<file path="src/rtl/echo_line_encoder.sv">
// Eight-line falling-edge event encoder: synchronizes active-low echo lines,
// queues one pending event per line and presents them lowest-index-first over valid/ready.
module echo_line_encoder #(
    parameter int SYNC_STAGES = 2,
    parameter int ARM_CYCLES  = 3
) (
    input  logic       clk,
    input  logic       reset,
    input  logic [7:0] echo_n,
    output logic       out_valid,
    output logic [2:0] out_code,
    input  logic       out_ready,
    output logic [7:0] pending,
    output logic [7:0] overrun,
    input  logic       clear_overrun
);

    localparam int ARM_W = (ARM_CYCLES > 1) ? $clog2(ARM_CYCLES + 1) : 1;

    logic [SYNC_STAGES-1:0][7:0] sync_q;
    logic [7:0]       prev_q;
    logic [ARM_W-1:0] arm_q,     arm_d;
    logic [7:0]       pending_q, pending_d;
    logic [7:0]       overrun_q, overrun_d;
    logic             valid_q,   valid_d;
    logic [2:0]       code_q,    code_d;

    logic [7:0] sync_now;
    logic       armed;
    logic [7:0] fall;
    logic       slot_free;
    logic       load;
    logic [2:0] load_idx;
    logic [7:0] load_mask;

    assign sync_now = sync_q[SYNC_STAGES-1];
    assign armed    = (arm_q == '0);
    assign fall     = armed ? (~sync_now & prev_q) : 8'h00;

    always_comb begin
        load_idx = 3'd0;
        for (int i = 7; i >= 0; i--) begin
            if (pending_q[i]) load_idx = 3'(i);
        end
    end

    always_comb begin
        arm_d     = arm_q;
        pending_d = pending_q;
        overrun_d = overrun_q;
        valid_d   = valid_q;
        code_d    = code_q;
        slot_free = ~valid_q | out_ready;
        load      = slot_free & (|pending_q);
        load_mask = load ? (8'h01 << load_idx) : 8'h00;

        if (arm_q != '0) arm_d = arm_q - ARM_W'(1);

        // A fall always wins over the load-clear, so a same-cycle re-fire survives.
        pending_d = fall | (pending_q & ~load_mask);
        overrun_d = (clear_overrun ? 8'h00 : overrun_q) | (fall & pending_q & ~load_mask);

        if (slot_free) begin
            if (load) begin
                valid_d = 1'b1;
                code_d  = load_idx;
            end else begin
                valid_d = 1'b0;
            end
        end
    end

    always_ff @(posedge clk) begin
        if (reset) begin
            sync_q    <= '1;
            prev_q    <= 8'hFF;
            arm_q     <= ARM_W'(ARM_CYCLES);
            pending_q <= 8'h00;
            overrun_q <= 8'h00;
            valid_q   <= 1'b0;
            code_q    <= 3'd0;
        end else begin
            sync_q    <= {sync_q[SYNC_STAGES-2:0], echo_n};
            prev_q    <= sync_now;
            arm_q     <= arm_d;
            pending_q <= pending_d;
            overrun_q <= overrun_d;
            valid_q   <= valid_d;
            code_q    <= code_d;
        end
    end

    assign out_valid = valid_q;
    assign out_code  = code_q;
    assign pending   = pending_q;
    assign overrun   = overrun_q;

endmodule

</file>
<file path="config.mk">
export PLATFORM = sky130hd
export DESIGN_NAME = echo_line_encoder
export DESIGN_NICKNAME = d
export VERILOG_FILES = /design/src/rtl/echo_line_encoder.sv
export SDC_FILE = /design/constraint.sdc
export NUM_CORES = 1
export LEC_CHECK = 0
export CAP_MARGIN = 20
export CELL_PAD_IN_SITES_DETAIL_PLACEMENT = 0
export CELL_PAD_IN_SITES_GLOBAL_PLACEMENT = 1
export CORE_MARGIN = 5
export CORE_UTILIZATION = 35
export CTS_BUF_LIST = sky130_fd_sc_hd__clkbuf_16
export CTS_CLUSTER_SIZE = 14
export DETAILED_ROUTE_END_ITERATION = 7
export PLACE_DENSITY_LB_ADDON = 0.1
export SLEW_MARGIN = 5
export SYNTH_ARGS = -nofsm -noshare
export SYNTH_HDL_FRONTEND = slang
export SYNTH_SLANG_ARGS = --single-unit
</file>
<file path="constraint.sdc">
create_clock -name clk -period 3.8 [get_ports clk]
set_clock_uncertainty 0.2 [all_clocks]
set_input_delay 0.38 -clock clk [delete_from_list [all_inputs] [get_ports clk]]
set_output_delay 0.38 -clock clk [all_outputs]
set_load 0.005 [all_outputs]
</file>
==> results.ini <==
[logic_synthesis]
yosysUniqueCellTypes=34
ys_warn_count=0
yosys.area.top_type_share=0.580
synthTopCellsByArea=dfxtp_1, or2_2, nand3b_1
synthCells=156
ys_ff_latch=46
netlist_area_mm2=0.00159
synth_flop_cell=dfxtp_1
synth_edf_count=0
synth_top_area_cell=dfxtp_1
yosysSeqAreaShare=0.580
async_flop_share=0
syn_area_per_cell_um2=10.2
syn-num-nets=169

[timing]
drv_slew=0
rsz0062_at_grt=no
period_share=0.532
layout_min_cycle_time_ns=2.02
tns_ns=0
finalSetupViolCount=0
hold_viol=0
tightest_slew_ns=0.748
slew-limit-headroom=0.500
fmax_ghz=0.495
worst_hold_slack_ns=0.208

[final_layout]
fin_nets=203
n_antenna_cell=0
utilization=0.478
instances_no_fill=243
drive_gt1_frac=0.215
area_growth_pct=32.2
design_area_mm2=0.00210

[routing]
first_iter_violations=31
detail-route-antenna-nets=0
wire_per_inst_um=12.2
wirelength_mm=2.97
dr_total_vias=1155
drt-vias-per-instance=4.75
first_pass_iters=4
drc_errors=0

[critical_path]
cp-end-kind=register
critPathMaxFanout=21
cp-start-kind=primary input
startpoint=reset
slowest_stage=clkdlybuf4s50_1
r2r-end=pending[7]
worstSetupPathType=in2reg
r2r_slack_ns=2.06
cp_cell_sequence=clkdlybuf4s50_1 > inv_1 > o311ai_1 > o21ai_1
critPathMaxStageDelay_ns=0.95
reg2reg_from=pending[3]
worst-r2r-cell-count=4
worstPathRequired_ns=3.74
crit_buf_inv=2
critical-path-top-delay-family=buffers and inverters
crit_arrival_ns=1.96

[place]
place_congestion=0.690
dp_cells=235
numPortBuffers=31
place_area_mm2=0.00195
hpwlAfterDp_mm=2.23

[clocking]
cts_buffers=5
h-tree-depth=2
cts_resized=0
cts_buffer_depth=2
clkSinkCount=46
cts_tree=done
clock-root-buffer=clkbuf_16
clock_latency_ns=0.28
path_clk_slew_ns=0.06
hold_buffers=0
postCtsSetupRepairBufs=0

[power_and_ir_drop]
power_switching_mw=0.207
p_leak_nw=0.763
swShare=0.211
internal_power_mw=0.776
pwr-share-seq=0.514
peakVddDrop_v=0.000279
p_comb_frac=0.063
p_per_area_mw_per_mm2=469
pwr-share-clk=0.423

[global_routing]
grt_pass1_vias=1108
track_usage=0.102
grt.overflow.total=0
grt_start_max_net_pins=23
antenna_found_initial=0
grt_pass1_wl_mm=4.90

[die]
rows=24
die_area_mm2=0.00598
fp.coreArea_mm2=0.00438
chipHeight_um=77.3
initial_core_util=0.362
ios=32
dieWidth_um=77.3

[worst_hold_path]
holdPathEnd=sync_now[0]
hold_path_startpoint=sync_q[0]
hp-class=reg2reg
min_path_cells=1

[job]
drv_cap=0

[status]
status=complete, no violations

[through the flow]
step	total power, mW	setup slack, ns
2_1_floorplan	0.554	2.24
3_3_place_gp	0.577	1.50
3_5_place_dp	0.580	1.43
4_1_cts	0.995	1.72
5_1_grt	1.03	1.60
6_report	0.983	1.78
[synthesized netlist by cell type (2+ instances only)]
cell type   n
o21ai_1     6
nor2_1      6
nand3b_1    8
o211ai_1    2
nand3_1     2
o31ai_1     3
dfxtp_1    46
nand2b_1    2
a21oi_1     9
or2_2      25
or4_4       2
nand2_1    13
inv_1       7
clkbuf_1    5
[how the worst max path moves through the flow]
stage	endpoint	slack [ns]	depth (start not counted)
finish	pending[6]	1.78	4
global route	pending[5]	1.60	4
CTS	pending[6]	1.72	4
detailed placement	pending[6]	1.43	4
global placement	pending[6]	1.50	4
floorplan	pending[7]	2.24	4
[metal layers]
layer | track usage | vias to the layer above | routed length [µm]
li1 | - | 601 | -
met1 | 0.109 | 522 | 1300
met2 | 0.178 | 26 | 1420
met3 | 0.0433 | 6 | 203
met4 | 0.0412 | 0 | 46
met5 | 0 | - | 0
[power by group through the flow]
stage	Clock, mW	Sequential, mW	Combinational [mW]
after floorplan	0	0.515	0.0389
after global routing	0.451	0.507	0.0705
after detailed placement	0	0.516	0.0636
after CTS	0.426	0.505	0.0638
final	0.416	0.505	0.0622
after global placement	0	0.516	0.0613
[cell usage in the layout (no fill, tap or decap), drive strengths merged, types with 3 or more instances in the layout]
cell           count
dfxtp             46
clkbuf             5
nor2               6
inv                7
or2               25
nand2             14
o31ai              3
clkdlybuf4s50     31
nand3b             8
o21ai              7
a21oi             10
[flip-flops by register name (all words and copies together) (netlist names)]
register	flops
overrun	8
pending	8
prev_q	8
sync_now	8
sync_q	8
out_code	3
arm_q	2
out_valid	1
[logic make-up after synthesis]
group,after synthesis,synth area share
AOI/OAI and AO/OA,31,0.128
buffers and inverters,12,0.0284
xor gates and xnor gates,1,0.00552
and+or+nand+nor,64,0.243
adders and majority gates,1,0.00789
DFF,46,0.580
muxes,1,0.00710
[final cells by class]
cell class,instances,area [µm²]
clock inverters,3,21.3
multi-input cells,98,621
flip-flops and latches,46,921
repair buffers,32,318
inverters,7,26.3
well taps,52,65.1
clock buffers,5,125
fillers,415,2290
Note: power is estimated with default switching activity, not from simulation.
